**config.mk**
```make
export PLATFORM = sky130hd
export DESIGN_NAME = load_store_unit
export DESIGN_NICKNAME = d
export VERILOG_FILES = /design/src/rtl/lsu_pkg.sv /design/src/rtl/lsu_align.sv /design/src/rtl/load_store_unit.sv
export SDC_FILE = /design/constraint.sdc
export NUM_CORES = 1
export LEC_CHECK = 0
export ABC_AREA = 1
export BUFFER_PORTS_ARGS = -buffer_cell sky130_fd_sc_hd__buf_4
export CORE_ASPECT_RATIO = 1.5
export CORE_MARGIN = 8
export CORE_UTILIZATION = 35
export CTS_BUF_LIST = sky130_fd_sc_hd__clkbuf_8 sky130_fd_sc_hd__clkbuf_16
export DETAILED_ROUTE_END_ITERATION = 12
export GPL_ROUTABILITY_DRIVEN = 0
export PLACE_DENSITY = 0.68
export SYNTH_ARGS = -nofsm -noshare
export SYNTH_HDL_FRONTEND = slang
export SYNTH_SLANG_ARGS = --single-unit
```
**constraint.sdc**
```tcl
create_clock -name clk -period 1.2 [get_ports clk]
set_input_delay 0.12 -clock clk [delete_from_list [all_inputs] [get_ports clk]]
set_output_delay 0.12 -clock clk [all_outputs]
set_load 0.01 [all_outputs]
```
**src/rtl/lsu_pkg.sv**
```systemverilog
// lsu_pkg: shared types and widths for the load/store unit.
// Revision: 1.0
`default_nettype none

package lsu_pkg;

   localparam int LSU_W = 32;

   typedef enum logic [1:0] {
      SZ_B   = 2'd0,
      SZ_H   = 2'd1,
      SZ_W   = 2'd2,
      SZ_RSV = 2'd3
   } size_e;

   typedef enum logic [2:0] {
      IDLE   = 3'd0,
      LOAD   = 3'd1,
      RMW_RD = 3'd2,
      WRITE  = 3'd3,
      RESP   = 3'd4
   } state_e;

endpackage

`default_nettype wire

```
**src/rtl/lsu_align.sv**
```systemverilog
// lsu_align: little-endian extract (load) and merge (sub-word store) against the byte-reversed memory word.
// Revision: 1.0
`default_nettype none

module lsu_align
   import lsu_pkg::*;
(
   input  logic [LSU_W-1:0] i_mem_rd,
   input  logic [1:0]       i_size,
   input  logic             i_signed,
   input  logic [LSU_W-1:0] i_wdata,
   output logic [LSU_W-1:0] o_rdata,
   output logic [LSU_W-1:0] o_wd
);

   logic [LSU_W-1:0] w_rev;

   // mem_rd carries the byte at addr in its top lane; w_rev puts it in the bottom lane.
   assign w_rev = {i_mem_rd[7:0], i_mem_rd[15:8], i_mem_rd[23:16], i_mem_rd[31:24]};

   always_comb begin
      o_rdata = w_rev;
      o_wd    = i_wdata;
      case (i_size)
         SZ_B: begin
            o_rdata = {{24{i_signed & w_rev[7]}}, w_rev[7:0]};
            o_wd    = {w_rev[31:8], i_wdata[7:0]};
         end
         SZ_H: begin
            o_rdata = {{16{i_signed & w_rev[15]}}, w_rev[15:0]};
            o_wd    = {w_rev[31:16], i_wdata[15:0]};
         end
         default: begin
            o_rdata = w_rev;
            o_wd    = i_wdata;
         end
      endcase
   end

endmodule

`default_nettype wire

```
**src/rtl/load_store_unit.sv**
```systemverilog
// load_store_unit: valid/ready load/store initiator for data_mem with RMW sub-word stores and range checks.
// Optional macro MISALIGN_TRAP_EN rejects misaligned half/word accesses. Revision: 1.0
`default_nettype none

module load_store_unit
   import lsu_pkg::*;
#(
   parameter int unsigned MEM_BYTES = 256
)
(
   input  logic             clk,
   input  logic             rst_n,
   input  logic             req_valid,
   output logic             req_ready,
   input  logic             req_we,
   input  logic [1:0]       req_size,
   input  logic             req_signed,
   input  logic [LSU_W-1:0] req_addr,
   input  logic [LSU_W-1:0] req_wdata,
   output logic             resp_valid,
   input  logic             resp_ready,
   output logic [LSU_W-1:0] resp_rdata,
   output logic             resp_err,
   output logic [LSU_W-1:0] mem_addr,
   output logic [LSU_W-1:0] mem_wd,
   output logic             mem_we,
   input  logic [LSU_W-1:0] mem_rd
);

   localparam logic [LSU_W-1:0] C_MAX_ADDR = LSU_W'(MEM_BYTES - 4);

   state_e           r_state;
   state_e           w_next;
   logic [LSU_W-1:0] r_addr;
   size_e            r_size;
   logic             r_signed;
   logic [LSU_W-1:0] r_wd;
   logic [LSU_W-1:0] r_rdata;
   logic             r_err;

   logic             w_accept;
   logic             w_misalign;
   logic             w_bad;
   logic [LSU_W-1:0] w_ext;
   logic [LSU_W-1:0] w_merge;

   assign w_accept = req_valid & req_ready;

`ifdef MISALIGN_TRAP_EN
   assign w_misalign = ((req_size == SZ_H) & req_addr[0]) |
                       ((req_size == SZ_W) & (req_addr[1:0] != 2'b00));
`else
   assign w_misalign = 1'b0;
`endif

   // data_mem always touches addr..addr+3, so every size is range-checked as a word.
   assign w_bad = (req_size == SZ_RSV) | (req_addr > C_MAX_ADDR) | w_misalign;

   lsu_align u_align (
      .i_mem_rd (mem_rd),
      .i_size   (r_size),
      .i_signed (r_signed),
      .i_wdata  (r_wd),
      .o_rdata  (w_ext),
      .o_wd     (w_merge)
   );

   always_ff @(posedge clk) begin
      if (!rst_n) r_state <= IDLE;
      else        r_state <= w_next;
   end

   always_comb begin
      w_next     = r_state;
      req_ready  = 1'b0;
      resp_valid = 1'b0;
      mem_addr   = '0;
      mem_wd     = '0;
      mem_we     = 1'b0;
      case (r_state)
         IDLE: begin
            req_ready = 1'b1;
            if (w_accept) begin
               if (w_bad)                          w_next = RESP;
               else if (!req_we)                   w_next = LOAD;
               else if (req_size == SZ_W)          w_next = WRITE;
               else                                w_next = RMW_RD;
            end
         end
         LOAD: begin
            mem_addr = r_addr;
            w_next   = RESP;
         end
         RMW_RD: begin
            mem_addr = r_addr;
            w_next   = WRITE;
         end
         WRITE: begin
            mem_addr = r_addr;
            mem_wd   = r_wd;
            mem_we   = 1'b1;
            w_next   = RESP;
         end
         RESP: begin
            resp_valid = 1'b1;
            if (resp_ready) w_next = IDLE;
         end
         default: w_next = IDLE;
      endcase
   end

   // r_wd holds the raw store data until RMW_RD replaces it with the merged word.
   always_ff @(posedge clk) begin
      if (!rst_n) begin
         r_addr   <= '0;
         r_size   <= SZ_B;
         r_signed <= 1'b0;
         r_wd     <= '0;
         r_rdata  <= '0;
         r_err    <= 1'b0;
      end else begin
         case (r_state)
            IDLE: begin
               if (w_accept) begin
                  r_addr   <= req_addr;
                  r_size   <= size_e'(req_size);
                  r_signed <= req_signed;
                  r_wd     <= req_wdata;
                  r_rdata  <= '0;
                  r_err    <= w_bad;
               end
            end
            LOAD:   r_rdata <= w_ext;
            RMW_RD: r_wd    <= w_merge;
            RESP: begin
               if (resp_ready) begin
                  r_rdata <= '0;
                  r_err   <= 1'b0;
               end
            end
            default: ;
         endcase
      end
   end

   assign resp_rdata = r_rdata;
   assign resp_err   = r_err;

endmodule

`default_nettype wire

```
==> flow_summary.ini, run 1 <==
[synthesis]
synth_area_sq_um = 4637
synth-main-ff-cell = dfxtp_1
yosysMostFrequentCell = nor2_1
synth_fp_nets = 777
yosysSeqAreaShare = 0.4447
synth_cell_types = 29
synth.largest_area_cell = dfxtp_1
synthTopCellsByArea = dfxtp_1 (44%), nor2_1 (9.4%), a21oi_1 (9.3%), nand2_1 (9.2%), o21ai_0 (8.9%)
synthArstFlopShare = 0
syn_avg_cell_area_sq_um = 6.890
yosysWarnings = 0
synth_top_area_frac = 0.4447
syn_inst = 673
synth-edff-count = 0
synth_seq_cells = 103
ys_top_cells_by_count = nor2_1 (116), nand2_1 (114), dfxtp_1 (103)

[clock_tree]
cts_tree = done
clockBufferDepth = 2
root_buffer = clkbuf_16
clock-sinks = 103
htree_levels = 3
clk_pin_slew_ns = 0.07
clk_latency_ns = 0.35
cts_buffers = 9

[layout]
final_layout_size_suffix_gt1_frac = 0.5751
final_core_util = 0.7114
antennaDiodeCount = 0
area_growth_syn_to_layout_pct = 98.73
nets = 1032
n_fill_cell = 933

[power_and_ir_drop]
p_clk_frac = 0.321
power.density_nw_per_um2 = 926.1
pwr-share-seq = 0.435
p_int_mw = 6.025
p_sw_mw = 2.509
combPwrFrac = 0.244
switching_share = 0.2940
p_leak_nw = 3.962
vdd_drop_max_v = 0.0006495

[worst_setup_path]
r2r_slack_ns = -0.43
critPathLaunchType = register
worstPathRequired_ns = 1.08
endpoint_kind = primary output
crit_fanout = 8
critPathArrivalTime_ns = 1.52
criticalPathCategory = register to primary output

[floorplan]
die_area_sq_um = 17260
rows = 51
die_h_um = 157.0
initial_utilization = 0.3580
die_x_um = 110.0
io_pins = 204
core_area_sq_um = 12950

[global_routing]
grt_usage = 0.2129
grt_max_degree = 48
grt_antenna_before_repair = 0
grt_pass1_vias = 5519
grt_remaining_overflow = 0
grt_pass1_wl_mm = 28.53

[sta]
clock_skew_ns = 0.008888
clock.fmax_mhz = 609.3
tightest_slew_ns = 0.4785
setup_tns_ns = -58.34
final_period_minus_worst_setup_slack_ns = 1.641
max_slew_margin = 0.6795
period_share = 1.368
rsz0062_at_grt = yes
hold_violations = 0
maxSlewViolCount = 0
setup_ws_ns = -0.4411
whs_ns = 0.02563
setup_viol = 170

[placement]
port_buffers = 203
dp_hpwl_mm = 12.09
preCtsSetupSlack_ns = -0.1454

[route]
wl_per_cell_um = 18.52
vias = 5650
dr.pass1.iters = 5
viasPerCell = 5.179
routed_wl_mm = 20.20
drc = 0
drtIter0Drc = 294
ant_nets = 0

[status]
status = complete, but fails checks
violations = setup timing

[job]
maxCapViolCount = 0

[min_path]
hold_class = primary input to register
-- stage by stage --
| step | instances | total power, mW | instance area, sq um |
|---|---|---|---|
| after floorplan | 673 | 4.408 | 4788 |
| final | 1091 | 8.534 | 9215 |
| after global routing | 1091 | 8.843 | 9215 |
| after CTS | 1078 | 8.226 | 8442 |
| after detailed placement | 1032 | 4.947 | 6720 |
| after global placement | 1032 | 4.928 | 6720 |
-- cells by family (layout without fill, tap and decap cells) --
group / Yosys count / in the layout / share of synthesized area
AND/OR/NAND/NOR: 246 / 246 / 0.2145
buffers and inverters: 129 / 388 / 0.1185
AO/OA/AOI/OAI: 195 / 195 / 0.2223
flip-flops: 103 / 103 / 0.4447
-- path summary, 6_finish.rpt --
| check | start | end | depth (start not counted) |
|---|---|---|---|
| max | r_state[0] | mem_wd[15] | 8 |
| min | mem_rd[25] | resp_rdata[1] | 3 |
| max reg2reg | r_state[0] | r_addr[27] | 10 |
| min reg2reg | resp_rdata[21] | resp_rdata[21] | 2 |
-- critical path, stage by stage, from the launching register on --
cell     delay (ns)
dfxtp_2        0.32
inv_2          0.05
nor2_4         0.12
inv_2          0.06
nor2_4         0.13
inv_6          0.09
buf_12         0.16
nor2_2         0.11
buf_4          0.14
-- routing by layer --
layer  vias to the layer above  share of wire  global-route usage
li1                       2666              -                   -
met1                      2697           0.37              0.2357
met2                       227           0.53              0.3767
met3                        60          0.051             0.03684
met4                         0          0.050              0.1047
met5                         -              0                   0
-- timing repair --
| action | CTS | global route |
|---|---|---|
| cloned | 16 | 3 |
| hold buffers | 0 | 0 |
| endpoints found under the setup margin | 165 | 170 |
| pin swaps | 18 | 38 |
| setup buffers | 16 | 12 |
| gates resized for setup | 281 | 162 |
-- power groups by stage --
stage,Sequential [mW],Clock [mW],Combinational [mW]
final,3.71,2.74,2.08
after global placement,3.76,0,1.17
after floorplan,3.75,0,0.654
after CTS,3.69,2.78,1.75
after detailed placement,3.77,0,1.18
after global routing,3.73,2.90,2.21
-- flip-flops by register name (all words and copies together) (netlist names) --
signal,flops
r_signed,1
resp_rdata,32
r_size,2
r_state,3
r_wd,32
r_addr,32
resp_err,1
-- cell type report --
cell class | instances | area [sq um] | share of cell area
Timing Repair Buffer | 285 | 3083 | 0.3346
Clock buffer | 9 | 225.2 | 0.02444
Multi-Input combinational cell | 441 | 3251 | 0.3527
Clock inverter | 6 | 40.04 | 0.004345
Inverter | 88 | 351.6 | 0.03815
Sequential cell | 103 | 2066 | 0.2242
Tap cell | 159 | 198.9 | 0.02159
-- layout by cell type (no fill, tap or decap), drive strengths merged --
master	n
inv	86
a31oi	17
o211ai	6
o21ai	85
nand2	117
nor2	120
o21bai	1
dfxtp	103
clkbuf	12
clkinvlp	3
a21oi	86
nand3	8
buf	282
clkinv	5
or2	1
(Power assumes the default switching activity.)
==> run 2: changes to the inputs <==
PLACE_DENSITY = 0.66   (was 0.68)
clock period = 1.9 ns   (was 1.2 ns; I/O delays follow)
==> flow_summary.ini, run 2 (same netlist as run 1, synthesis figures left out) <==
[sta]
max_slew_margin = 0.5499
whs_ns = 0.09797
clock.fmax_mhz = 568.7
setup_viol = 0
tightest_slew_ns = 0.6726
period_share = 0.9255
hold_violations = 0
setup_tns_ns = 0
final_period_minus_worst_setup_slack_ns = 1.759
clock_skew_ns = 0.005919
maxSlewViolCount = 0
rsz0062_at_grt = no

[power_and_ir_drop]
p_leak_nw = 3.022
pwr-share-seq = 0.476
power.density_nw_per_um2 = 741.8
combPwrFrac = 0.131
p_int_mw = 3.659
total_power_mw = 4.889
p_clk_frac = 0.393
p_sw_mw = 1.230
switching_share = 0.2516
vdd_drop_max_v = 0.0005400

[route]
dr.pass1.iters = 4
routed_wl_mm = 15.46
viasPerCell = 4.719
wl_per_cell_um = 15.10
vias = 4832
drc = 0
ant_nets = 0
drtIter0Drc = 158

[clock_tree]
postCtsSetupRepairBufs = 0
htree_levels = 3
clockBufferDepth = 2
clock-sinks = 103
cts_tree = done
clk_latency_ns = 0.35
root_buffer = clkbuf_16
cts_buffers = 9
clk_pin_slew_ns = 0.07
postCtsHoldBufs = 0
cts.repair.resized = 0

[worst_setup_path]
worstPathRequired_ns = 1.71
crit_fanout = 32
critPathArrivalTime_ns = 1.57
r2r_end = r_wd[16]
criticalPathCategory = register to primary output
r2r_cells = 6
critPathLaunchType = register
r2r_slack_ns = 0.25
endpoint_kind = primary output
reg2reg_from = r_state[1]

[layout]
mostFrequentLayoutCell = buf_4
nets = 964
finalInstanceArea_sq_um = 6591
area_growth_syn_to_layout_pct = 42.15
final_layout_size_suffix_gt1_frac = 0.2879
antennaDiodeCount = 0
layout_common_cells = buf_4 (214), nor2_1 (114), nand2_1 (114)
final_core_util = 0.5088
n_fill_cell = 1341

[floorplan]
core_area_sq_um = 12950
io_pins = 204
initial_utilization = 0.3580
rows = 51
die_x_um = 110.0
die_area_sq_um = 17260
die_h_um = 157.0

[global_routing]
grt_pass1_vias = 4626
grt_usage = 0.1768
grt_max_degree = 44
grt_antenna_before_repair = 0
grt_remaining_overflow = 0
grt_pass1_wl_mm = 23.78

[job]
maxCapViolCount = 0

[min_path]
hold_depth = 3
hold_class = primary input to register
holdPathEnd = resp_rdata[3]
hp-start = mem_rd[27]

[status]
status = finished clean

[placement]
dp_hpwl_mm = 11.86
placed_area_sq_um = 6274
port_buffers = 203
-- run 2: worst max path at each step --
stage | startpoint | endpoint | slack [ns] | cells after the start
2_1_floorplan | r_state[0] | mem_wd[10] | 0.50 | 7
3_3_place_gp | r_state[2] | r_wd[11] | 0.31 | 8
3_5_place_dp | r_state[2] | r_wd[11] | 0.28 | 8
4_1_cts | r_state[0] | mem_wd[18] | 0.05 | 8
5_1_grt | r_state[0] | mem_wd[22] | 0.01 | 8
6_report | r_state[0] | mem_wd[18] | 0.14 | 8
-- run 2: power groups by stage --
stage | Sequential [mW] | Combinational [mW] | Clock (mW)
3_5_place_dp | 2.38 | 0.642 | 0
5_1_grt | 2.34 | 0.720 | 2.08
3_3_place_gp | 2.38 | 0.635 | 0
6_report | 2.33 | 0.638 | 1.92
4_1_cts | 2.33 | 0.646 | 1.97
2_1_floorplan | 2.37 | 0.377 | 0
-- run 2: worst max-delay path, stage by stage, from the launching register on --
cell and delay (ns):
dfxtp_1 0.32, inv_2 0.06, nor2_1 0.12, inv_1 0.07, nor2_2 0.11, inv_1 0.06, buf_6 0.19, nor2_1 0.14
buf_4 0.14
-- run 2: layer usage --
layer	track usage	part of all wire	vias to the layer above
li1	-	-	2503
met1	0.1993	0.39	2186
met2	0.3034	0.52	131
met3	0.06140	0.084	12
met4	0.05039	0.014	0
met5	0	0	-
-- run 2: area by class of cell --
cell class,count,area (sq um),share of cell area
flip-flops and latches,103,2062,0.3128
multi-input cells,441,2031,0.3081
repair buffers,217,1658,0.2515
inverters,88,332.8,0.05049
clock buffers,11,252.7,0.03834
well taps,159,198.9,0.03018
clock inverters,5,56.30,0.008542
-- run 2: through the flow --
step / setup slack (ns) / cells
after global placement: 0.3138 / 1008
after CTS: 0.05416 / 1024
after floorplan: 0.4972 / 673
after global routing: 0.01403 / 1024
final: 0.1415 / 1024
after detailed placement: 0.2761 / 1008
==> run 3: changes to the inputs <==
BUFFER_PORTS_ARGS = -buffer_cell sky130_fd_sc_hd__buf_2   (was -buffer_cell sky130_fd_sc_hd__buf_4)
==> flow_summary.ini, run 3 (same netlist as run 1, synthesis figures left out) <==
[status]
status = finished clean

[worst_setup_path]
endpoint_kind = primary output
worstPathRequired_ns = 1.71
criticalPathCategory = register to primary output
crit_buf_inv = 3
path_common_cell = nand2_1
max_stage_delay_ns = 0.39
crit_chain = inv_2 > nand2_1 > nand2_1 > buf_12 > nor2_1 > buf_2
critPathArrivalTime_ns = 1.56
cpLargestDelayFamily = buffers and inverters
critPathLaunchType = register
crit_fanout = 32
r2r_slack_ns = 0.27
slowest_stage = dfxtp_1

[floorplan]
die_x_um = 110.0
rows = 51
initial_utilization = 0.3580
die_h_um = 157.0
die_area_sq_um = 17260
io_pins = 204
core_area_sq_um = 12950

[sta]
rsz0062_at_grt = no
clock_skew_ns = 0.006029
setup_tns_ns = 0
maxSlewViolCount = 0
tightest_slew_ns = 0.6539
max_slew_margin = 0.5624
final_period_minus_worst_setup_slack_ns = 1.750
clock.fmax_mhz = 571.4
hold_violations = 0
setup_viol = 0
period_share = 0.9212

[route]
drc = 0
dr.pass1.iters = 4
wl_per_cell_um = 14.82
drtIter0Drc = 186
ant_nets = 0
routed_wl_mm = 15.16
vias = 4847
viasPerCell = 4.738

[power_and_ir_drop]
vdd_drop_max_v = 0.0004357
total_power_mw = 4.686
power.density_nw_per_um2 = 773.1
p_leak_nw = 2.916

[layout]
antennaDiodeCount = 0
n_fill_cell = 1441
multi_input_area_sq_um = 2031
layout_common_cells = buf_2 (203), nor2_1 (114), nand2_1 (114)
finalInstanceArea_sq_um = 6061
final_core_util = 0.4679
final_layout_size_suffix_gt1_frac = 0.2882
nets = 963
area_growth_syn_to_layout_pct = 30.71
register_area_sq_um = 2062
fin_cells = 1023
mostFrequentLayoutCell = buf_2

[global_routing]
grt_pass1_vias = 4726
grt_remaining_overflow = 0
grt_max_degree = 83
grt_pass1_wl_mm = 23.57
grt_usage = 0.1741
grt_antenna_before_repair = 0

[placement]
dp_hpwl_mm = 11.69
dp_cells = 1007
port_buffers = 203
placed_area_sq_um = 5771

[job]
maxCapViolCount = 0

[clock_tree]
clk_latency_ns = 0.34
clk_pin_slew_ns = 0.07
clock-sinks = 103
root_buffer = clkbuf_16
cts_tree = done
clockBufferDepth = 2
htree_levels = 3
cts_buffers = 9
postCtsSetupRepairBufs = 0

[min_path]
hold_class = primary input to register
==> run 3: per-layer routing <==
| metal | track usage | wire length, um | up-vias |
|---|---|---|---|
| met5 | 0 | 0 | - |
| met4 | 0.07106 | 357 | 0 |
| met3 | 0.05199 | 1160 | 19 |
| met2 | 0.3019 | 7847 | 138 |
| met1 | 0.1904 | 5796 | 2185 |
| li1 | - | - | 2505 |
==> run 3: timing repair <==
| item | 4_1_cts | 5_1_grt |
|---|---|---|
| endpoints found under the setup margin | 0 | 32 |
| resized for setup | 0 | 3 |
| hold buffers | 0 | 0 |
| endpoints found under the hold margin | 0 | 0 |
==> run 3: cell type report <==
type                            instances  area share
Clock inverter                          7    0.009290
Tap cell                              159     0.03282
Timing Repair Buffer                  216      0.1905
Sequential cell                       103      0.3402
Inverter                               88     0.05491
Multi-Input combinational cell        441      0.3351
Clock buffer                            9     0.03716
==> run 3: report_power, final <==
| part | internal [mW] | switching [mW] | total [mW] |
|---|---|---|---|
| clock network | 0.904 | 0.875 | 1.78 |
| logic | 0.219 | 0.358 | 0.577 |
| registers | 2.29 | 0.0450 | 2.33 |
==> run 3: per-stage QoR <==
step	hold slack [ns]	setup WS [ns]
2_1_floorplan	0.3390	0.4972
3_3_place_gp	0.4377	0.3642
3_5_place_dp	0.4411	0.3011
4_1_cts	0.08501	0.05113
5_1_grt	0.09185	0.02555
6_report	0.09687	0.1498
==> run 3: path summary, 6_finish.rpt <==
kind / from / end / cells past startpoint
worst max-delay path: r_state[1] / mem_addr[19] / 6
worst min-delay path: mem_rd[24] / resp_rdata[0] / 3
worst max register to register: r_state[2] / r_wd[16] / 7
worst min register to register: r_wd[4] / r_wd[4] / 2
==> run 3: worst register-to-register path: stages, from the launching register on <==
cell,delay [ns]
dfxtp_1,0.35
inv_2,0.10
nand2_4,0.08
nor2_8,0.10
inv_4,0.07
o21ai_4,0.53
o21ai_0,0.17
a31oi_1,0.15
